`src/rtl/pong_pkg.sv`:
```
// ---------------------------------------------------------------------------
// pong_pkg
// Shared definitions for the pong ball engine:
//   - state_e      : engine sequencing states
//   - DIR_POS/NEG  : encoding of one movement direction bit (+1 / -1)
//   - TOP_*/DN_*   : bit positions inside the 8-bit paddle contact flags
//   - SERVE_X      : column the ball is served from
//   - paddle_bounce: decides whether a paddle row returns the ball and with
//                    which horizontal direction
// ---------------------------------------------------------------------------
package pong_pkg;

    typedef enum logic [2:0] {
        ST_IDLE  = 3'd0,
        ST_SERVE = 3'd1,
        ST_PLAY  = 3'd2,
        ST_POINT = 3'd3,
        ST_OVER  = 3'd4
    } state_e;

    localparam logic DIR_POS = 1'b0;
    localparam logic DIR_NEG = 1'b1;

    localparam int TOP_L = 0;
    localparam int TOP_C = 1;
    localparam int TOP_R = 2;
    localparam int DN_L  = 5;
    localparam int DN_C  = 6;
    localparam int DN_R  = 7;

    localparam int SERVE_X = 3;

    typedef struct packed {
        logic ret;   // paddle returned the ball
        logic dx;    // horizontal direction after the contact
    } bounce_t;

    // Same rule for both paddles: the centre segment always returns with dx
    // unchanged; an edge segment only returns a ball travelling towards it,
    // and sends it back the other way horizontally.
    function automatic bounce_t paddle_bounce(input logic seg_l,
                                              input logic seg_c,
                                              input logic seg_r,
                                              input logic dx);
        bounce_t res;
        res.ret = 1'b0;
        res.dx  = dx;
        if (seg_c) begin
            res.ret = 1'b1;
        end else if (seg_l && (dx == DIR_NEG)) begin
            res.ret = 1'b1;
            res.dx  = DIR_POS;
        end else if (seg_r && (dx == DIR_POS)) begin
            res.ret = 1'b1;
            res.dx  = DIR_NEG;
        end
        return res;
    endfunction

endpackage

```
`src/rtl/ball_engine_if.sv`:
```
// ---------------------------------------------------------------------------
// ball_engine_if
// Signal bundle between the ball engine and its surroundings.
//   start      : level request to (re)start a game
//   hit        : paddle contact flags from the collision stage
//   x_pos/y_pos: ball position read by the collision stage
//   score_top/score_down, point, game_over, winner : game status
// Modports:
//   master : the side driving start/hit (collision stage / testbench)
//   slave  : the ball engine itself
// ---------------------------------------------------------------------------
interface ball_engine_if #(
    parameter int WIDTH        = 8,
    parameter int BIT_OF_WIDTH = 3,
    parameter int SCORE_BITS   = 4
);
    logic                    start;
    logic [WIDTH-1:0]        hit;
    logic [BIT_OF_WIDTH-1:0] x_pos;
    logic [BIT_OF_WIDTH-1:0] y_pos;
    logic [SCORE_BITS-1:0]   score_top;
    logic [SCORE_BITS-1:0]   score_down;
    logic                    point;
    logic                    game_over;
    logic                    winner;

    modport master (
        output start, hit,
        input  x_pos, y_pos, score_top, score_down, point, game_over, winner
    );

    modport slave (
        input  start, hit,
        output x_pos, y_pos, score_top, score_down, point, game_over, winner
    );
endinterface

```
`src/rtl/step_timer.sv`:
```
// ---------------------------------------------------------------------------
// step_timer
// Free-running step tick generator. The counter runs 0..period-1 and wraps;
// tick is high for the single cycle in which the counter sits at period-1.
// Ports:
//   clk, rst_n : clock, asynchronous active-low reset
//   rally_hit  : one-cycle strobe for each paddle return (speed-up only)
//   serve      : one-cycle strobe on a serve, restores the base period
//   tick       : step strobe
// Build option PONG_SPEEDUP_EN: when defined, every fourth paddle return
// shortens the period by STEP_CYCLES/8, never below STEP_CYCLES/4.
// Without it the period is fixed at STEP_CYCLES.
// ---------------------------------------------------------------------------
module step_timer #(
    parameter int STEP_CYCLES = 1000000
) (
    input  logic clk,
    input  logic rst_n,
    input  logic rally_hit,
    input  logic serve,
    output logic tick
);
    localparam int CNT_BITS = (STEP_CYCLES > 2) ? $clog2(STEP_CYCLES) : 1;
    localparam logic [CNT_BITS-1:0] LAST = CNT_BITS'(STEP_CYCLES - 1);

    logic [CNT_BITS-1:0] count_q, count_d;

`ifdef PONG_SPEEDUP_EN
    localparam logic [CNT_BITS-1:0] DEC        = CNT_BITS'(STEP_CYCLES / 8);
    localparam logic [CNT_BITS-1:0] FLOOR_LAST = CNT_BITS'(STEP_CYCLES / 4 - 1);
    localparam logic [CNT_BITS-1:0] SHRINK_MIN = CNT_BITS'(STEP_CYCLES / 4 - 1 + STEP_CYCLES / 8);

    // Period is stored as its last count value so the compare is direct.
    logic [CNT_BITS-1:0] period_last_q, period_last_d;
    logic [1:0]          rally_q, rally_d;

    // ">=" so a period shortened mid-count still wraps cleanly.
    assign tick = (count_q >= period_last_q);

    always_comb begin
        count_d       = tick ? '0 : count_q + 1'b1;
        period_last_d = period_last_q;
        rally_d       = rally_q;
        if (serve) begin
            period_last_d = LAST;
            rally_d       = '0;
        end else if (rally_hit) begin
            rally_d = rally_q + 1'b1;
            if (rally_q == 2'd3) begin
                if (period_last_q >= SHRINK_MIN) begin
                    period_last_d = period_last_q - DEC;
                end else begin
                    period_last_d = FLOOR_LAST;
                end
            end
        end
    end

    always_ff @(posedge clk or negedge rst_n) begin
        if (!rst_n) begin
            count_q       <= '0;
            period_last_q <= LAST;
            rally_q       <= '0;
        end else begin
            count_q       <= count_d;
            period_last_q <= period_last_d;
            rally_q       <= rally_d;
        end
    end
`else
    logic unused_ok;
    assign unused_ok = &{1'b0, rally_hit, serve};

    assign tick = (count_q == LAST);

    always_comb begin
        count_d = tick ? '0 : count_q + 1'b1;
    end

    always_ff @(posedge clk or negedge rst_n) begin
        if (!rst_n) begin
            count_q <= '0;
        end else begin
            count_q <= count_d;
        end
    end
`endif

endmodule

```
`src/rtl/ball_engine.sv`:
```
// ---------------------------------------------------------------------------
// ball_engine
// Ball physics and game sequencing for the 8x8 pong playfield. Moves the ball
// one cell per step tick, reflects it off the side walls and the paddles
// (contact flags come in on bus.hit), scores misses and runs
// IDLE -> SERVE -> PLAY -> POINT -> (SERVE | OVER).
// Ports:
//   clk, rst_n : clock, asynchronous active-low reset
//   bus        : ball_engine_if.slave (start, hit in; position, scores,
//                point, game_over, winner out)
// Build option PONG_SPEEDUP_EN: enables rally speed-up inside step_timer.
// ---------------------------------------------------------------------------
module ball_engine
    import pong_pkg::*;
#(
    parameter int WIDTH        = 8,
    parameter int BIT_OF_WIDTH = 3,
    parameter int STEP_CYCLES  = 1000000,
    parameter int POINT_STEPS  = 4,
    parameter int WIN_SCORE    = 9,
    parameter int SCORE_BITS   = 4
) (
    input logic         clk,
    input logic         rst_n,
    ball_engine_if.slave bus
);
    localparam int HOLD_BITS = (POINT_STEPS > 1) ? $clog2(POINT_STEPS) : 1;

    localparam logic [BIT_OF_WIDTH-1:0] X_MIN       = BIT_OF_WIDTH'(1);
    localparam logic [BIT_OF_WIDTH-1:0] X_MAX       = BIT_OF_WIDTH'(WIDTH - 2);
    localparam logic [BIT_OF_WIDTH-1:0] ROW_TOP     = BIT_OF_WIDTH'(1);
    localparam logic [BIT_OF_WIDTH-1:0] ROW_DN      = BIT_OF_WIDTH'(WIDTH - 2);
    localparam logic [BIT_OF_WIDTH-1:0] OUT_TOP     = BIT_OF_WIDTH'(0);
    localparam logic [BIT_OF_WIDTH-1:0] OUT_DN      = BIT_OF_WIDTH'(WIDTH - 1);
    localparam logic [BIT_OF_WIDTH-1:0] HOME        = BIT_OF_WIDTH'(3);
    localparam logic [BIT_OF_WIDTH-1:0] SRV_X       = BIT_OF_WIDTH'(SERVE_X);
    localparam logic [BIT_OF_WIDTH-1:0] SRV_Y_DOWN  = BIT_OF_WIDTH'(3);
    localparam logic [BIT_OF_WIDTH-1:0] SRV_Y_UP    = BIT_OF_WIDTH'(4);
    localparam logic [SCORE_BITS-1:0]   WIN         = SCORE_BITS'(WIN_SCORE);
    localparam logic [HOLD_BITS-1:0]    HOLD_LAST   = HOLD_BITS'(POINT_STEPS - 1);

    state_e                  state_q, state_d;
    logic [BIT_OF_WIDTH-1:0] x_q, x_d, y_q, y_d;
    logic                    dx_q, dx_d, dy_q, dy_d;
    logic [SCORE_BITS-1:0]   score_top_q, score_top_d;
    logic [SCORE_BITS-1:0]   score_down_q, score_down_d;
    logic                    point_q, point_d;
    logic                    winner_q, winner_d;
    logic [HOLD_BITS-1:0]    hold_q, hold_d;

    logic    tick;
    logic    rally_hit;
    logic    serve_tick;
    bounce_t bounce;
    logic    nx, ny;
    logic    miss_top, miss_dn;

    step_timer #(
        .STEP_CYCLES (STEP_CYCLES)
    ) u_step_timer (
        .clk       (clk),
        .rst_n     (rst_n),
        .rally_hit (rally_hit),
        .serve     (serve_tick),
        .tick      (tick)
    );

    assign serve_tick = tick && (state_q == ST_SERVE);

    always_comb begin
        state_d      = state_q;
        x_d          = x_q;
        y_d          = y_q;
        dx_d         = dx_q;
        dy_d         = dy_q;
        score_top_d  = score_top_q;
        score_down_d = score_down_q;
        point_d      = 1'b0;
        winner_d     = winner_q;
        hold_d       = hold_q;
        rally_hit    = 1'b0;
        bounce       = '0;
        nx           = dx_q;
        ny           = dy_q;
        miss_top     = 1'b0;
        miss_dn      = 1'b0;

        if (tick) begin
            case (state_q)
                ST_IDLE: begin
                    x_d = HOME;
                    y_d = HOME;
                    if (bus.start) begin
                        state_d = ST_SERVE;
                    end
                end

                ST_SERVE: begin
                    x_d     = SRV_X;
                    y_d     = (dy_q == DIR_POS) ? SRV_Y_DOWN : SRV_Y_UP;
                    state_d = ST_PLAY;
                end

                ST_PLAY: begin
                    // Paddle rows only matter when the ball is moving into them.
                    if ((y_q == ROW_TOP) && (dy_q == DIR_NEG)) begin
                        bounce = paddle_bounce(bus.hit[TOP_L], bus.hit[TOP_C],
                                               bus.hit[TOP_R], dx_q);
                        if (bounce.ret) begin
                            ny        = DIR_POS;
                            nx        = bounce.dx;
                            rally_hit = 1'b1;
                        end else begin
                            miss_top = 1'b1;
                        end
                    end else if ((y_q == ROW_DN) && (dy_q == DIR_POS)) begin
                        bounce = paddle_bounce(bus.hit[DN_L], bus.hit[DN_C],
                                               bus.hit[DN_R], dx_q);
                        if (bounce.ret) begin
                            ny        = DIR_NEG;
                            nx        = bounce.dx;
                            rally_hit = 1'b1;
                        end else begin
                            miss_dn = 1'b1;
                        end
                    end

                    // Walls act on the post-paddle direction, so a corner
                    // return that already turned the ball is not undone.
                    if ((x_q == X_MIN) && (nx == DIR_NEG)) begin
                        nx = DIR_POS;
                    end else if ((x_q == X_MAX) && (nx == DIR_POS)) begin
                        nx = DIR_NEG;
                    end

                    dx_d = nx;
                    dy_d = ny;

                    if (miss_top) begin
                        score_down_d = (score_down_q == WIN) ? WIN : score_down_q + 1'b1;
                        y_d          = OUT_TOP;
                        point_d      = 1'b1;
                        hold_d       = '0;
                        state_d      = ST_POINT;
                    end else if (miss_dn) begin
                        score_top_d = (score_top_q == WIN) ? WIN : score_top_q + 1'b1;
                        y_d         = OUT_DN;
                        point_d     = 1'b1;
                        hold_d      = '0;
                        state_d     = ST_POINT;
                    end else begin
                        x_d = (nx == DIR_POS) ? x_q + 1'b1 : x_q - 1'b1;
                        y_d = (ny == DIR_POS) ? y_q + 1'b1 : y_q - 1'b1;
                    end
                end

                ST_POINT: begin
                    if (hold_q == HOLD_LAST) begin
                        hold_d = '0;
                        if ((score_top_q == WIN) || (score_down_q == WIN)) begin
                            winner_d = (score_down_q == WIN);
                            state_d  = ST_OVER;
                        end else begin
                            // y_pos still marks the side that conceded.
                            dy_d    = (y_q == OUT_TOP) ? DIR_NEG : DIR_POS;
                            dx_d    = ~dx_q;
                            state_d = ST_SERVE;
                        end
                    end else begin
                        hold_d = hold_q + 1'b1;
                    end
                end

                ST_OVER: begin
                    if (bus.start) begin
                        score_top_d  = '0;
                        score_down_d = '0;
                        dx_d         = DIR_POS;
                        dy_d         = DIR_POS;
                        state_d      = ST_SERVE;
                    end
                end

                default: begin
                    state_d = ST_IDLE;
                end
            endcase
        end
    end

    always_ff @(posedge clk or negedge rst_n) begin
        if (!rst_n) begin
            state_q      <= ST_IDLE;
            x_q          <= HOME;
            y_q          <= HOME;
            dx_q         <= DIR_POS;
            dy_q         <= DIR_POS;
            score_top_q  <= '0;
            score_down_q <= '0;
            point_q      <= 1'b0;
            winner_q     <= 1'b0;
            hold_q       <= '0;
        end else begin
            state_q      <= state_d;
            x_q          <= x_d;
            y_q          <= y_d;
            dx_q         <= dx_d;
            dy_q         <= dy_d;
            score_top_q  <= score_top_d;
            score_down_q <= score_down_d;
            point_q      <= point_d;
            winner_q     <= winner_d;
            hold_q       <= hold_d;
        end
    end

    assign bus.x_pos      = x_q;
    assign bus.y_pos      = y_q;
    assign bus.score_top  = score_top_q;
    assign bus.score_down = score_down_q;
    assign bus.point      = point_q;
    assign bus.game_over  = (state_q == ST_OVER);
    assign bus.winner     = winner_q;

endmodule
```
`src/flat_wrapper.sv`:
```
// flat-port wrapper written by rule: the top's interface ports become plain ports
module ball_engine_flat import pong_pkg::*;
#(
    parameter int WIDTH        = 8,
    parameter int BIT_OF_WIDTH = 3,
    parameter int STEP_CYCLES  = 1000000,
    parameter int POINT_STEPS  = 4,
    parameter int WIN_SCORE    = 9,
    parameter int SCORE_BITS   = 4
)
  (clk, rst_n, bus_start, bus_hit, bus_x_pos, bus_y_pos, bus_score_top, bus_score_down, bus_point, bus_game_over, bus_winner);
  ball_engine_if #(.WIDTH(WIDTH), .BIT_OF_WIDTH(BIT_OF_WIDTH), .SCORE_BITS(SCORE_BITS)) bus_i ();
  input logic clk;
  input logic rst_n;
  input wire logic [$bits(bus_i.start)-1:0] bus_start;
  input wire logic [$bits(bus_i.hit)-1:0] bus_hit;
  output wire logic [$bits(bus_i.x_pos)-1:0] bus_x_pos;
  output wire logic [$bits(bus_i.y_pos)-1:0] bus_y_pos;
  output wire logic [$bits(bus_i.score_top)-1:0] bus_score_top;
  output wire logic [$bits(bus_i.score_down)-1:0] bus_score_down;
  output wire logic [$bits(bus_i.point)-1:0] bus_point;
  output wire logic [$bits(bus_i.game_over)-1:0] bus_game_over;
  output wire logic [$bits(bus_i.winner)-1:0] bus_winner;
  assign bus_i.start = bus_start;
  assign bus_i.hit = bus_hit;
  assign bus_x_pos = bus_i.x_pos;
  assign bus_y_pos = bus_i.y_pos;
  assign bus_score_top = bus_i.score_top;
  assign bus_score_down = bus_i.score_down;
  assign bus_point = bus_i.point;
  assign bus_game_over = bus_i.game_over;
  assign bus_winner = bus_i.winner;
  ball_engine #(.WIDTH(WIDTH), .BIT_OF_WIDTH(BIT_OF_WIDTH), .STEP_CYCLES(STEP_CYCLES), .POINT_STEPS(POINT_STEPS), .WIN_SCORE(WIN_SCORE), .SCORE_BITS(SCORE_BITS)) u_core (.clk(clk), .rst_n(rst_n), .bus(bus_i));
endmodule
```
`config.mk`:
```
export PLATFORM = sky130hd
export DESIGN_NAME = ball_engine_flat
export DESIGN_NICKNAME = d
export VERILOG_FILES = /design/src/rtl/pong_pkg.sv /design/src/rtl/ball_engine_if.sv /design/src/rtl/step_timer.sv /design/src/rtl/ball_engine.sv /design/src/flat_wrapper.sv
export SDC_FILE = /design/constraint.sdc
export NUM_CORES = 1
export LEC_CHECK = 0
export ABC_CLOCK_PERIOD_IN_PS = 4500
export BUFFER_PORTS_ARGS = -buffer_cell sky130_fd_sc_hd__buf_2
export CAP_MARGIN = 20
export CORE_ASPECT_RATIO = 0.5
export CORE_UTILIZATION = 40
export CTS_CLUSTER_SIZE = 20
export DETAILED_ROUTE_END_ITERATION = 10
export GPL_TIMING_DRIVEN = 0
export PLACE_DENSITY = 0.7
export SYNTH_ARGS = -nofsm -noshare
export SYNTH_HDL_FRONTEND = slang
export SYNTH_SLANG_ARGS = --single-unit
```
`constraint.sdc`:
```
create_clock -name clk -period 4.5 [get_ports clk]
set_input_delay 0.45 -clock clk [delete_from_list [all_inputs] [get_ports clk]]
set_output_delay 0.45 -clock clk [all_outputs]
set_load 0.05 [all_outputs]
```
======== Yosys cells after proc, flatten, opt, wreduce, memory -nomap -nowiden ========
Cells that the tools add are included.
cells by class
  $add $sub $neg .......................... 8
  $mul .................................... 0
  divide/modulo/power cells ............... 0
  magnitude comparators ................... 0
  eq/ne operators ......................... 21
  shift-type cells ........................ 0
  multiplexer cells ....................... 80
  bitwise gates (word level) .............. 3
  reductions and logical operators ........ 26
operators with widths
  kind                                                                      count
  1-bit two-way mux                                                         46
  3-bit two-way mux                                                         12
  4-bit two-way mux                                                         6
  20-bit by 1-bit adder with 20-bit output (second input constant)          1
  20-bit == test (second input constant)                                    1
  20-bit two-way mux                                                        1
  4-bit one-hot mux with 2 select lines                                     2
  4-bit AND reduction                                                       4
  2-bit two-way mux                                                         7
  3-bit one-hot mux with 4 select lines                                     1
  5-bit AND reduction                                                       2
  3-bit by 1-bit == test with 1-bit output (second input constant)          3
  3-bit == test (second input constant)                                     3
  3-bit one-hot mux with 3 select lines                                     1
  4-bit by 1-bit adder with 4-bit output (second input constant)            2
  4-bit == test (second input constant)                                     2
  1-bit logical AND                                                         8
  2-bit by 1-bit inequality test with 1-bit output (second input constant)  4
  2-bit inequality test (second input constant)                             4
  3-bit by 1-bit adder with 3-bit output (second input constant)            2
  3-bit by 2-bit == test with 1-bit output (second input constant)          2
  3-bit zero test                                                           2
  1-bit one-hot mux with 3 select lines                                     2
  3-bit one-hot mux with 2 select lines                                     1
  other kinds (12)                                                          19
storage, ports and cells
  flip-flop bits (word level) ............. 43
  latch bits .............................. 0
  memory bits (writable) .................. 0
  ROM bits ................................ 0
  input port bits ......................... 11
  output and inout port bits .............. 17
  memories kept ........................... 0

======== Logic depth before layout (Yosys ltp) ========
Gate-level depths: netlist of run 1.
  depth after elaboration ................. 24
  mapped depth ............................ 8

======== Modules after synthesis ========
A second synthesis of run 1 with hierarchy kept.
second synthesis, totals
  cell total of the unflattened synthesis .. 287
  area, all modules ....................... 2,750.1 um^2
by module, submodules not included
  module       instances  cells each  area each (um^2)  seq. area each (um^2)
  ball_engine  1          188         1,694.1           580.6
  step_timer   1          99          1,056.0           500.5

======== Worst setup path after synthesis of run 1 ========
No wires, ideal clock.
  kind .................................... register -> register
  start point ............................. reg u_core.y_q[1] (netlist: u_core.bus.y_pos[1])
  end point ............................... reg u_core.x_q[2] (netlist: u_core.bus.x_pos[2])
  library setup time ...................... 79 ps
  arrival ................................. 2,322 ps
  data required time ...................... 4,421 ps
  slack ................................... 2,098 ps
  cell stages (with the launch flop) ...... 8
  path buffers ............................ 0
  clock period less this slack ............ 2,402 ps
  cells stage by stage .................... dfstp_2 -> ha_1 -> nor4bb_1 -> a21oi_1 -> o311ai_0 -> nor2_1 -> mux2i_1 -> mux2i_1
between the ends
  cells in the longest elaborated chain, start to end .. 16
RTL lines
  item                                   RTL line            source
  start: declaration                     ball_engine.sv:43   logic [BIT_OF_WIDTH-1:0] x_q, x_d, y_q, y_d;
  start signal: assignment               ball_engine.sv:206  y_q <= y_d;
  3-bit == test                          ball_engine.sv:116  end else if ((y_q == ROW_DN) && (dy_q == DIR_POS)) begin
  1-bit logical AND                      ball_engine.sv:116
  1-bit two-way mux                      ball_engine.sv:116
  1-bit two-way mux                      ball_engine.sv:106  if ((y_q == ROW_TOP) && (dy_q == DIR_NEG)) begin
  1-bit two-way mux                      ball_engine.sv:89   case (state_q)
  1-bit two-way mux                      ball_engine.sv:88   if (tick) begin
  1-bit NOT                              ball_engine.sv:132  end else if ((x_q == X_MAX) && (nx == DIR_POS)) begin
  1-bit logical AND                      ball_engine.sv:132
  1-bit two-way mux                      ball_engine.sv:132
  1-bit two-way mux                      ball_engine.sv:130  if ((x_q == X_MIN) && (nx == DIR_NEG)) begin
  1-bit two-way mux                      ball_engine.sv:89
  1-bit two-way mux                      ball_engine.sv:88
  3-bit two-way mux                      ball_engine.sv:152  x_d = (nx == DIR_POS) ? x_q + 1'b1 : x_q - 1'b1;
  3-bit two-way mux                      ball_engine.sv:145  end else if (miss_dn) begin
  3-bit two-way mux                      ball_engine.sv:139  if (miss_top) begin
  3-bit one-hot mux with 2 select lines  ball_engine.sv:89
  end signal: assignment                 ball_engine.sv:194  x_q <= HOME;
  end signal: assignment                 ball_engine.sv:205  x_q <= x_d;
  end: declaration                       ball_engine.sv:43
Parallel ways exist; a longest one is shown, timed or not. The select of a mux whose other input is x is not followed.
A chain may end at the register's enable or synchronous reset.

======== Final worst setup path of run 1 ========
  start point ............................. reg u_core.state_q[2]
  end point ............................... out bus_game_over
between the ends
  cells in the longest elaborated chain, start to end .. 1
RTL lines
  item                      RTL line            source
  start: declaration        ball_engine.sv:42   state_e state_q, state_d;
  start signal: assignment  ball_engine.sv:204  state_q <= state_d;
  3-bit == test             ball_engine.sv:222  assign bus.game_over = (state_q == ST_OVER);
  end: declaration          flat_wrapper.sv:22  output wire logic [$bits(bus_i.game_over)-1:0] bus_game_over;
Every way passes these cells.

==> insert_results.sql, run 1 <==
INSERT INTO impl_metrics (metric_group, metric, value, unit) VALUES
('timing', 'layout_min_cycle_time', '2.58', 'ns'),
('critical_path', 'worst-endpoint-required', '4.05', 'ns'),
('clock_network', 'clk_pin_slew_worst_paths', '0.06', 'ns'),
('floorplanning', 'initial_core_util', '42.3', '%'),
('synth', 'synth_edf_count', '0', ''),
('power_and_ir_drop', 'power_density_of_the_placed_cells', '286', 'nW/um2'),
('synth', 'yosys.area.top_type', 'sky130_fd_sc_hd__dfrtp_1', ''),
('timing', 'finalClockSkew', '0.00701', 'ns'),
('status', 'outcome', 'completed', ''),
('global_route', 'first_global_vias', '2074', ''),
('timing', 'finalMaxSlewViolations', '0', ''),
('synth', 'post_synth_instance_area', '2630', 'um2'),
('critical_path', 'criticalPathCategory', 'reg2out', ''),
('clock_network', 'tritoncts_num_sinks', '43', ''),
('clock_network', 'clk_latency', '0.28', 'ns'),
('detailed_routing', 'met2_wirelength', '2.64', 'mm'),
('floorplanning', 'design.core.area', '6210', 'um2'),
('critical_path', 'crit-reg2reg-launch', 'u_core.bus.y_pos[1]', ''),
('timing', 'max_clock_freq', '388', 'MHz'),
('floorplanning', 'die-height', '59.3', 'um'),
('critical_path', 'worst-path-max-fanout', '10', ''),
('detailed_routing', 'route.antenna.remaining_nets', '0', ''),
('detailed_routing', 'highest_layer_used_for_signal_routing', 'met4', ''),
('clock_network', 'clock_tree_from_tritoncts', 'yes', ''),
('clock_network', 'cts_buffers', '5', ''),
('synth', 'ys_ff_latch', '43', ''),
('synth', 'synth.most_common_cell', 'sky130_fd_sc_hd__dfrtp_1', ''),
('finish', 'fraction_of_layout_instances_using_a_drive_strength_above_1', '17.0', '%'),
('finish', 'num-fill-cells', '578', ''),
('detailed_routing', 'vias', '2170', ''),
('detailed_routing', 'routed_wl', '5.58', 'mm'),
('placed_design', 'post-dp-hpwl', '4.07', 'mm'),
('critical_path', 'critical_path_source_type', 'flop', ''),
('clock_network', 'cts_max_path_buffers', '2', ''),
('detailed_routing', 'avgRoutedWirePerCell', '14.0', 'um'),
('synth', 'ranking_of_synthesized_cells_by_area', 'sky130_fd_sc_hd__dfrtp_1, sky130_fd_sc_hd__ha_1, sky130_fd_sc_hd__dfstp_2, sky130_fd_sc_hd__xor2_1, sky130_fd_sc_hd__nand2_1', ''),
('critical_path', 'timing.critical_path.slowest_stage_cell', 'sky130_fd_sc_hd__nor2_1', ''),
('detailed_routing', 'wl_met3', '264', 'um'),
('synth', 'yosys.area.top_type_share', '37.1', '%'),
('floorplanning', 'number_of_core_rows', '20', ''),
('detailed_routing', 'routedLengthMet1', '2.63', 'mm'),
('clock_network', 'cts-resized-gates', '0', ''),
('global_route', 'maximum_number_of_pins_on_one_net_before_global_route_repair', '44', ''),
('synth', 'postSynth.asyncResetShare', '100', '%'),
('clock_network', 'cts_hold_buf', '0', ''),
('clock_network', 'clk_root_buf', 'sky130_fd_sc_hd__clkbuf_16', ''),
('global_route', 'globalRouteOverflowTotal', '0', ''),
('finish', 'syn2layout_area_growth', '16.1', '%'),
('timing', 'unrepaired_setup_endpoints_after_global_routing', 'false', ''),
('clock_network', 'h_tree_level_count', '2', ''),
('global_route', 'grtUsageTotal', '18.0', '%'),
('synth', 'yosys_warnings', '0', ''),
('synth', 'synth_seq_area_share', '41.1', '%'),
('critical_path', 'setup.worst_path.end_class', 'output port', ''),
('floorplanning', 'die-area', '6920', 'um2'),
('synth', 'post_synth_inst_count', '278', ''),
('synth', 'yosysUniqueCellTypes', '53', ''),
('global_route', 'first_pass_grt_wire_length', '9.65', 'mm'),
('clock_network', 'cts_setup_buffers', '0', ''),
('synth', 'mappedNetlistNets', '304', ''),
('finish', 'num_antenna_cells', '0', ''),
('critical_path', 'worst-path-buf-inv', '2', ''),
('detailed_routing', 'drc_violations', '0', ''),
('timing', 'crit_share_post_route', '57.3', '%'),
('detailed_routing', 'drt_pass1_iterations', '4', ''),
('timing', 'max_slew.worst_pin.slew', '0.942', 'ns'),
('synth', 'ys_dominant_reg_cell', 'sky130_fd_sc_hd__dfrtp_1', ''),
('power_and_ir_drop', 'finalPower', '0.872', 'mW'),
('timing', 'finalSetupTns', '0', 'ns'),
('placed_design', 'gp_routability_congestion', '0.838', ''),
('timing', 'timing.final.hold_violations', '0', '');
-- stage by stage --
stage	std cells	cell area [um2]	utilization, %	hold slack [ns]	worst slack, ns
CTS	399	3050	49.2	0.363	1.94
global route	399	3050	49.2	0.414	1.73
global placement	391	2860	46.1	0.462	2.09
floorplan	278	2630	-	0.154	2.10
finish	399	3050	49.2	0.315	1.92
detailed placement	391	2860	46.1	0.473	2.06
-- logic make-up (layout without fill, tap and decap cells) --
kind of cell	Yosys count	after routing	share of synthesized area, %
AO/OA/AOI/OAI	61	61	15.5
XOR/XNOR	18	18	6.00
adder cells (fa/ha/maj)	15	15	7.14
buffers and inverters	23	56	3.43
flip-flops	43	43	41.1
multiplexers	10	10	4.24
AND/OR/NAND/NOR	108	108	22.6
-- placed cells by master (no fill, tap or decap), drive strengths merged, types with 2 or more instances in the layout --
cell type,instances
o2111ai,3
a21o,6
xor2,10
and4,5
mux2i,4
a2bb2oi,2
dfstp,4
nand2b,2
and2,5
nand4,4
xnor2,8
nand3,14
ha,15
o31ai,6
buf,29
a21oi,15
a31oi,2
nor2b,3
nor2,19
or3,3
dfrtp,39
bufinv,2
o211ai,2
and3b,2
and3,7
o21ai,15
clkbuf,12
mux2,6
nor4b,3
nor3,8
nand2,23
inv,12
nand3b,5
a22oi,2
-- power by group --
group	internal (mW)	leakage, nW	switching [mW]
registers	0.388	0.553	0.00136
clock network	0.318	0.0911	0.142
logic	0.00650	0.812	0.0160
-- routing by layer --
layer / global-route usage (%) / vias up
met5: 0 / -
met4: 5.61 / 0
met3: 3.89 / 8
met2: 29.2 / 47
met1: 24.4 / 1049
li1: - / 1066
-- worst paths after layout --
| path | to | slack (ns) | cells after the start |
|---|---|---|---|
| max | bus_game_over | 1.92 | 4 |
| min | u_core.bus.score_down[1] | 0.31 | 1 |
| max reg2reg | u_core.bus.x_pos[2] | 2.00 | 7 |
| min reg2reg | u_core.u_step_timer.count_q[0] | 0.48 | 1 |
| max in group asynchronous | u_core.bus.score_down[3] | 3.59 | 1 |
| min in group clk | u_core.u_step_timer.count_q[0] | 0.48 | 1 |
-- registers in the layout, indices dropped and copies added (netlist names) --
name / flops
u_core.state_q: 3
u_core.bus.x_pos: 3
u_core.dx_q: 1
u_core.bus.point: 1
u_core.bus.score_down: 4
u_core.bus.winner: 1
u_core.bus.score_top: 4
u_core.u_step_timer.count_q: 20
u_core.hold_q: 2
u_core.dy_q: 1
u_core.bus.y_pos: 3
-- cell type report --
class | count | area (um2) | area share (%)
plain buffers | 10 | 41.3 | 1.35
clock inverters | 2 | 60.1 | 1.97
flip-flops and latches | 43 | 1080 | 35.4
repair buffers | 25 | 125 | 4.10
clock buffers | 6 | 129 | 4.22
multi-input cells | 212 | 1460 | 47.7
well taps | 88 | 110 | 3.61
inverters | 13 | 48.8 | 1.60
No activity file was read; power rests on OpenSTA's default activity.
==> run 2, diff against run 1 <==
--- a/config.mk
+++ b/config.mk
@@ -5,7 +5,7 @@
 export SDC_FILE = /design/constraint.sdc
 export NUM_CORES = 1
 export LEC_CHECK = 0
-export ABC_CLOCK_PERIOD_IN_PS = 4500
+export ABC_CLOCK_PERIOD_IN_PS = 2550
 export BUFFER_PORTS_ARGS = -buffer_cell sky130_fd_sc_hd__buf_2
 export CAP_MARGIN = 20
 export CORE_ASPECT_RATIO = 0.5
==> constraint.sdc (replaced) <==
create_clock -name clk -period 2.55 [get_ports clk]
set_input_delay 0.255 -clock clk [delete_from_list [all_inputs] [get_ports clk]]
set_output_delay 0.255 -clock clk [all_outputs]
set_load 0.05 [all_outputs]
==> insert_results.sql, run 2 (synthesis gave the netlist of run 1 again) <==
INSERT INTO impl_metrics (metric_group, metric, value, unit) VALUES
('floorplanning', 'die-height', '59.3', 'um'),
('floorplanning', 'die-area', '6920', 'um2'),
('placed_design', 'gp_routability_congestion', '0.838', ''),
('critical_path', 'timing.critical_path.slowest_stage_cell', 'sky130_fd_sc_hd__dfstp_2', ''),
('placed_design', 'post-dp-hpwl', '4.07', 'mm'),
('power_and_ir_drop', 'power.leakage', '1.47', 'nW'),
('clock_network', 'tritoncts_num_sinks', '43', ''),
('critical_path', 'criticalPathCategory', 'reg2reg', ''),
('floorplanning', 'initial_core_util', '42.3', '%'),
('detailed_routing', 'drc_violations', '0', ''),
('job', 'max_cap_viol_count', '0', ''),
('floorplanning', 'io-pin-count', '28', ''),
('clock_network', 'clock_tree_from_tritoncts', 'yes', ''),
('timing', 'timing.final.hold_violations', '0', ''),
('detailed_routing', 'drtIter0Drc', '141', ''),
('timing', 'layout_min_cycle_time', '2.42', 'ns'),
('timing', 'max_slew.worst_pin.slew', '0.943', 'ns'),
('clock_network', 'clk_latency', '0.28', 'ns'),
('timing', 'max_clock_freq', '413', 'MHz'),
('finish', 'net_count_reported_at_finish', '336', ''),
('floorplanning', 'die_width', '117', 'um'),
('detailed_routing', 'routed_wl', '5.59', 'mm'),
('detailed_routing', 'avgRoutedWirePerCell', '14.0', 'um'),
('global_route', 'globalRouteOverflowTotal', '0', ''),
('finish', 'layout_common_cells', 'sky130_fd_sc_hd__dfrtp_1, sky130_fd_sc_hd__buf_2, sky130_fd_sc_hd__nand2_1', ''),
('clock_network', 'cts_setup_buffers', '0', ''),
('global_route', 'grtUsageTotal', '18.0', '%'),
('critical_path', 'setup.worst_path.end_class', 'flop', ''),
('critical_path', 'crit-reg2reg-launch', 'u_core.bus.y_pos[1]', ''),
('timing', 'unrepaired_setup_endpoints_after_global_routing', 'false', ''),
('critical_path', 'worst-path-max-fanout', '5', ''),
('timing', 'crit_share_post_route', '94.9', '%'),
('finish', 'multi_input_comb_area', '1480', 'um2'),
('global_route', 'maximum_number_of_pins_on_one_net_before_global_route_repair', '44', ''),
('timing', 'finalSetupTns', '0', 'ns'),
('worst_hold_path', 'timing.hold.worst.class', 'in2async', ''),
('power_and_ir_drop', 'power_frac_comb', '2.7', '%'),
('clock_network', 'cts_buffers', '5', ''),
('global_route', 'first_pass_grt_wire_length', '9.65', 'mm'),
('placed_design', 'dpl-instance-area', '2860', 'um2'),
('critical_path', 'worst-endpoint-required', '2.72', 'ns'),
('critical_path', 'critical_path_source_type', 'flop', ''),
('clock_network', 'h_tree_level_count', '2', ''),
('detailed_routing', 'drt_pass1_iterations', '4', ''),
('finish', 'largest_register', 'u_core.u_step_timer.count_q', ''),
('clock_network', 'cts_max_path_buffers', '2', ''),
('global_route', 'antenna_found_initial', '0', ''),
('finish', 'num-fill-cells', '575', ''),
('critical_path', 'worst_setup_startpoint', 'u_core.bus.y_pos[1]', ''),
('power_and_ir_drop', 'vdd_drop_max', '0.287', 'mV'),
('power_and_ir_drop', 'power_density_of_the_placed_cells', '502', 'nW/um2'),
('finish', 'seqCellArea', '1080', 'um2'),
('finish', 'most_common_library_cell_in_the_layout_ignoring_fill_and_taps', 'sky130_fd_sc_hd__dfrtp_1', ''),
('placed_design', 'port-buffer-count', '25', ''),
('global_route', 'first_global_vias', '2074', ''),
('critical_path', 'slowest_delay', '0.55', 'ns'),
('clock_network', 'clk_root_buf', 'sky130_fd_sc_hd__clkbuf_16', ''),
('power_and_ir_drop', 'internal_power', '1.26', 'mW'),
('finish', 'layout_cell_area_excl_fill', '3070', 'um2'),
('finish', 'syn2layout_area_growth', '16.9', '%'),
('finish', 'largest_register_ffs', '20', ''),
('critical_path', 'path_cells', 'inv_1 -> ha_1 -> nand3b_1 -> nor3_2 -> or3_1 -> nand2b_1 -> nand3_1 -> mux2_2', ''),
('timing', 'slew_headroom', '37.1', '%'),
('timing', 'finalClockSkew', '0.00654', 'ns'),
('power_and_ir_drop', 'clkPwrFrac', '52.7', '%'),
('critical_path', 'worst-path-buf-inv', '1', ''),
('detailed_routing', 'vias', '2178', ''),
('floorplanning', 'design.core.area', '6210', 'um2'),
('detailed_routing', 'route.antenna.remaining_nets', '0', ''),
('clock_network', 'clk_pin_slew_worst_paths', '0.06', 'ns'),
('floorplanning', 'number_of_core_rows', '20', ''),
('power_and_ir_drop', 'net-switching-power', '0.283', 'mW'),
('status', 'outcome', 'completed', ''),
('timing', 'finalMaxSlewViolations', '0', ''),
('finish', 'num_antenna_cells', '0', ''),
('power_and_ir_drop', 'power.share.switching', '18.3', '%'),
('power_and_ir_drop', 'power.share.sequential', '44.6', '%'),
('timing', 'setup_violations', '0', ''),
('critical_path', 'critPathArrivalTime', '2.58', 'ns'),
('finish', 'fraction_of_layout_instances_using_a_drive_strength_above_1', '17.7', '%'),
('detailed_routing', 'vias_per_cell', '5.46', ''),
('critical_path', 'crit_family', 'simple AND/OR/NAND/NOR gates', '');
-- run 2: changes by cell type in the layout (fill, tap and decap cells not counted) --
cell | previous run | this run
sky130_fd_sc_hd__nor3_1 | 8 | 7
sky130_fd_sc_hd__nor3_2 | 0 | 1
sky130_fd_sc_hd__nor4bb_1 | 1 | 0
sky130_fd_sc_hd__nor4bb_4 | 0 | 1
sky130_fd_sc_hd__o311ai_0 | 1 | 0
sky130_fd_sc_hd__o311ai_1 | 0 | 1
-- run 2: worst register-to-register path: stages, from the launching register on --
cell                       delay (ns)
sky130_fd_sc_hd__dfstp_2         0.55
sky130_fd_sc_hd__inv_1           0.09
sky130_fd_sc_hd__ha_1            0.21
sky130_fd_sc_hd__nand3b_1        0.16
sky130_fd_sc_hd__nor3_2          0.10
sky130_fd_sc_hd__or3_1           0.42
sky130_fd_sc_hd__nand2b_1        0.26
sky130_fd_sc_hd__nand3_1         0.18
sky130_fd_sc_hd__mux2_2          0.34
-- run 2: final cells by class --
class / instances / share of cell area, %
buffer: 10 / 1.34
clock inverter: 2 / 1.96
inverter: 13 / 1.59
sequential: 43 / 35.2
tap: 88 / 3.58
clock buffer: 6 / 4.20
timing repair buffer: 25 / 4.07
multi-input combinational: 212 / 48.1
-- run 2: what timing repair did --
action | CTS | global route
endpoints found under the setup margin | 0 | 13
hold buffers | 0 | 0
resized for setup | 0 | 4
-- run 2: per-stage QoR --
step / utilization (%) / total power, mW / instances / setup WS (ns) / hold WS, ns
after floorplan: - / 0.715 / 278 / 0.148 / -0.0406
after global placement: 46.1 / 0.739 / 391 / 0.140 / 0.448
after detailed placement: 46.1 / 0.740 / 391 / 0.106 / 0.464
after CTS: 49.2 / 1.55 / 399 / 0.0636 / 0.168
after global routing: 49.5 / 1.59 / 399 / 0.00369 / 0.219
final: 49.5 / 1.54 / 399 / 0.131 / 0.120
-- run 2: layer usage --
metal  routed length (um)  vias up  GRT usage (%)  part of all wire [%]
li1                     -     1061              -                     -
met2                 2670       37           29.2                    48
met4                   43        0           5.61                  0.77
met1                 2650     1072           24.4                    47
met3                  229        8           3.89                   4.1
met5                    0        -              0                     0
-- run 2: worst paths after layout --
kind	endpoint	cells after the start	slack, ns
max in group asynchronous	u_core.bus.score_down[3]	1	1.84
worst max-delay path	u_core.state_q[2]	8	0.13
worst min register to register	u_core.u_step_timer.count_q[0]	1	0.48
min in group clk	u_core.bus.point	4	0.35
worst max register to register	u_core.state_q[2]	8	0.13
worst min-delay path	u_core.bus.score_down[1]	1	0.12
-- run 2: power groups by stage --
stage | clock network [mW] | logic (mW) | registers (mW)
finish | 0.813 | 0.0415 | 0.687
global route | 0.858 | 0.0477 | 0.687
CTS | 0.826 | 0.0410 | 0.687
detailed placement | 0 | 0.0407 | 0.699
global placement | 0 | 0.0393 | 0.699
floorplan | 0 | 0.00978 | 0.705
==> run 3, diff against run 2 <==
--- a/config.mk
+++ b/config.mk
@@ -16,4 +16,5 @@
 export PLACE_DENSITY = 0.7
 export SYNTH_ARGS = -nofsm -noshare
 export SYNTH_HDL_FRONTEND = slang
+export SYNTH_HIERARCHICAL = 1
 export SYNTH_SLANG_ARGS = --single-unit
==> insert_results.sql, run 3 <==
INSERT INTO impl_metrics (metric_group, metric, value, unit) VALUES
('status', 'outcome', 'completed', ''),
('synth', 'yosys_warnings', '6', ''),
('critical_path', 'critical_path_source_type', 'flop', ''),
('clock_network', 'tritoncts_num_sinks', '43', ''),
('placed_design', 'gp_routability_congestion', '0.822', ''),
('placed_design', 'numPlacedInstances', '397', ''),
('detailed_routing', 'drtIter0Drc', '159', ''),
('synth', 'mappedNetlistNets', '308', ''),
('detailed_routing', 'drt_pass1_iterations', '4', ''),
('global_route', 'antenna_found_initial', '0', ''),
('detailed_routing', 'route.antenna.remaining_nets', '0', ''),
('finish', 'finish.cell_count_without_fillers', '409', ''),
('placed_design', 'port-buffer-count', '25', ''),
('timing', 'layout_min_cycle_time', '2.37', 'ns'),
('floorplanning', 'io-pin-count', '28', ''),
('detailed_routing', 'routed_wl', '5.90', 'mm'),
('floorplanning', 'number_of_core_rows', '20', ''),
('global_route', 'first_pass_grt_wire_length', '10.3', 'mm'),
('floorplanning', 'initial_core_util', '43.1', '%'),
('timing', 'crit_share_post_route', '93.0', '%'),
('critical_path', 'criticalPathCategory', 'reg2reg', ''),
('clock_network', 'clk_latency', '0.28', 'ns'),
('finish', 'multi_input_comb_area', '1520', 'um2'),
('synth', 'post_synth_instance_area', '2730', 'um2'),
('critical_path', 'timing.critical_path.slowest_stage_cell', 'sky130_fd_sc_hd__dfrtp_1', ''),
('clock_network', 'cts_max_path_buffers', '2', ''),
('timing', 'timing.final.hold_violations', '0', ''),
('timing', 'finalSetupTns', '0', 'ns'),
('timing', 'max_clock_freq', '422', 'MHz'),
('global_route', 'maximum_number_of_pins_on_one_net_before_global_route_repair', '44', ''),
('finish', 'num-fill-cells', '576', ''),
('timing', 'finalMaxSlewViolations', '0', ''),
('power_and_ir_drop', 'vdd_drop_max', '0.261', 'mV'),
('finish', 'largest_register', 'u_core/u_step_timer/count_q', ''),
('timing', 'max_slew.worst_pin.slew', '0.594', 'ns'),
('finish', 'most_common_library_cell_in_the_layout_ignoring_fill_and_taps', 'sky130_fd_sc_hd__dfrtp_1', ''),
('critical_path', 'critPathArrivalTime', '2.53', 'ns'),
('critical_path', 'setup.worst_path.end_class', 'flop', ''),
('finish', 'largest_register_ffs', '20', ''),
('critical_path', 'crit_family', 'simple AND/OR/NAND/NOR gates', ''),
('floorplanning', 'die-area', '7180', 'um2'),
('critical_path', 'crit-reg2reg-launch', 'u_core/u_step_timer/count_q[0]', ''),
('critical_path', 'worst_path_most_repeated_cell', 'sky130_fd_sc_hd__and2_1', ''),
('timing', 'slew_headroom', '59.8', '%'),
('detailed_routing', 'vias_per_cell', '5.58', ''),
('finish', 'layout_common_cells', 'sky130_fd_sc_hd__dfrtp_1, sky130_fd_sc_hd__buf_2, sky130_fd_sc_hd__nand2_1', ''),
('finish', 'num_antenna_cells', '0', ''),
('finish', 'fraction_of_layout_instances_using_a_drive_strength_above_1', '21.5', '%'),
('critical_path', 'reg2regPathDepth', '10', ''),
('clock_network', 'clock_tree_from_tritoncts', 'yes', ''),
('detailed_routing', 'vias', '2282', ''),
('power_and_ir_drop', 'finalPower', '1.37', 'mW'),
('clock_network', 'h_tree_level_count', '2', ''),
('global_route', 'grtUsageTotal', '17.8', '%'),
('synth', 'post_synth_inst_count', '284', ''),
('timing', 'finalClockSkew', '0.00340', 'ns'),
('critical_path', 'reg2reg_setup_slack', '0.18', 'ns'),
('job', 'max_cap_viol_count', '0', ''),
('worst_hold_path', 'timing.hold.worst.class', 'in2async', ''),
('critical_path', 'worst-path-buf-inv', '1', ''),
('placed_design', 'post-dp-hpwl', '4.31', 'mm'),
('timing', 'setup_violations', '0', ''),
('finish', 'syn2layout_area_growth', '15.9', '%'),
('clock_network', 'clk_root_buf', 'sky130_fd_sc_hd__clkbuf_16', ''),
('floorplanning', 'die_width', '119', 'um'),
('power_and_ir_drop', 'power.leakage', '1.46', 'nW'),
('critical_path', 'slowest_delay', '0.37', 'ns'),
('critical_path', 'worst-endpoint-required', '2.70', 'ns'),
('power_and_ir_drop', 'power_density_of_the_placed_cells', '432', 'nW/um2'),
('floorplanning', 'design.core.area', '6330', 'um2'),
('critical_path', 'worst-path-max-fanout', '10', ''),
('clock_network', 'cts_buffers', '5', ''),
('floorplanning', 'die-height', '60.4', 'um'),
('global_route', 'first_global_vias', '2247', ''),
('detailed_routing', 'drc_violations', '0', ''),
('synth', 'syn_avg_cell_area', '9.62', 'um2'),
('finish', 'seqCellArea', '1080', 'um2'),
('clock_network', 'clk_pin_slew_worst_paths', '0.06', 'ns'),
('global_route', 'globalRouteOverflowTotal', '0', ''),
('critical_path', 'r2r_end', 'u_core/bus.x_pos[2]', ''),
('timing', 'unrepaired_setup_endpoints_after_global_routing', 'false', ''),
('detailed_routing', 'avgRoutedWirePerCell', '14.4', 'um'),
('finish', 'net_count_reported_at_finish', '344', ''),
('critical_path', 'path_cells', 'ha_2 -> and2_1 -> nand4_1 -> nor4_4 -> buf_6 -> nor2b_2 -> and2_1 -> o21ai_2 -> a21oi_1 -> mux2i_1', '');
## run 3: power breakdown
part | switching [mW] | internal (mW) | leakage, nW
logic | 0.0408 | 0.0209 | 0.836
clock network | 0.252 | 0.361 | 0.0669
registers | 0.00381 | 0.688 | 0.561
## run 3: how the worst max path moves through the flow
| stage | endpoint | depth (start not counted) | from |
|---|---|---|---|
| floorplan | u_core/bus.score_top[3] | 9 | u_core/u_step_timer/count_q[0] |
| global placement | u_core/bus.x_pos[2] | 10 | u_core/u_step_timer/count_q[0] |
| detailed placement | u_core/bus.x_pos[2] | 10 | u_core/u_step_timer/count_q[0] |
| CTS | u_core/bus.x_pos[2] | 10 | u_core/u_step_timer/count_q[0] |
| global route | u_core/bus.x_pos[2] | 10 | u_core/u_step_timer/count_q[0] |
| finish | u_core/bus.x_pos[2] | 10 | u_core/u_step_timer/count_q[0] |
## run 3: timing repair
item	in CTS	in global routing
buffers inserted	2	0
setup endpoints to repair	21	7
pin swaps	2	1
resized for setup	2	4
hold buffers	0	1
hold endpoints to repair	0	6
## run 3: metal layers
| metal | vias up | GRT usage (%) | wire length, um |
|---|---|---|---|
| met1 | 1111 | 22.9 | 2800 |
| met3 | 9 | 2.82 | 210 |
| met2 | 52 | 31.7 | 2830 |
| li1 | 1110 | - | - |
| met4 | 0 | 6.15 | 56 |
| met5 | - | 0 | 0 |
## run 3: area by class of cell
| cell class | instances | share of cell area [%] |
|---|---|---|
| clock buffer | 6 | 4.07 |
| timing repair buffer | 29 | 5.38 |
| multi-input combinational | 214 | 47.9 |
| inverter | 15 | 1.78 |
| tap | 88 | 3.48 |
| buffer | 12 | 2.85 |
| clock inverter | 2 | 0.395 |
| sequential | 43 | 34.2 |
## run 3: metrics by stage
step	hold WS [ns]	util [%]	instance area (um2)	setup slack, ns
floorplan	-0.0406	-	2730	0.0601
global placement	0.442	46.9	2970	-0.394
detailed placement	0.459	46.9	2970	-0.453
CTS	0.156	49.4	3130	0.0442
global route	0.395	50.0	3170	0.00743
finish	0.384	50.0	3170	0.179
## run 3: worst register-to-register path, stage by stage, from the launching register on
cell,delay (ns)
sky130_fd_sc_hd__dfrtp_1,0.37
sky130_fd_sc_hd__ha_2,0.21
sky130_fd_sc_hd__and2_1,0.18
sky130_fd_sc_hd__nand4_1,0.18
sky130_fd_sc_hd__nor4_4,0.37
sky130_fd_sc_hd__buf_6,0.19
sky130_fd_sc_hd__nor2b_2,0.21
sky130_fd_sc_hd__and2_1,0.20
sky130_fd_sc_hd__o21ai_2,0.10
sky130_fd_sc_hd__a21oi_1,0.15
sky130_fd_sc_hd__mux2i_1,0.08
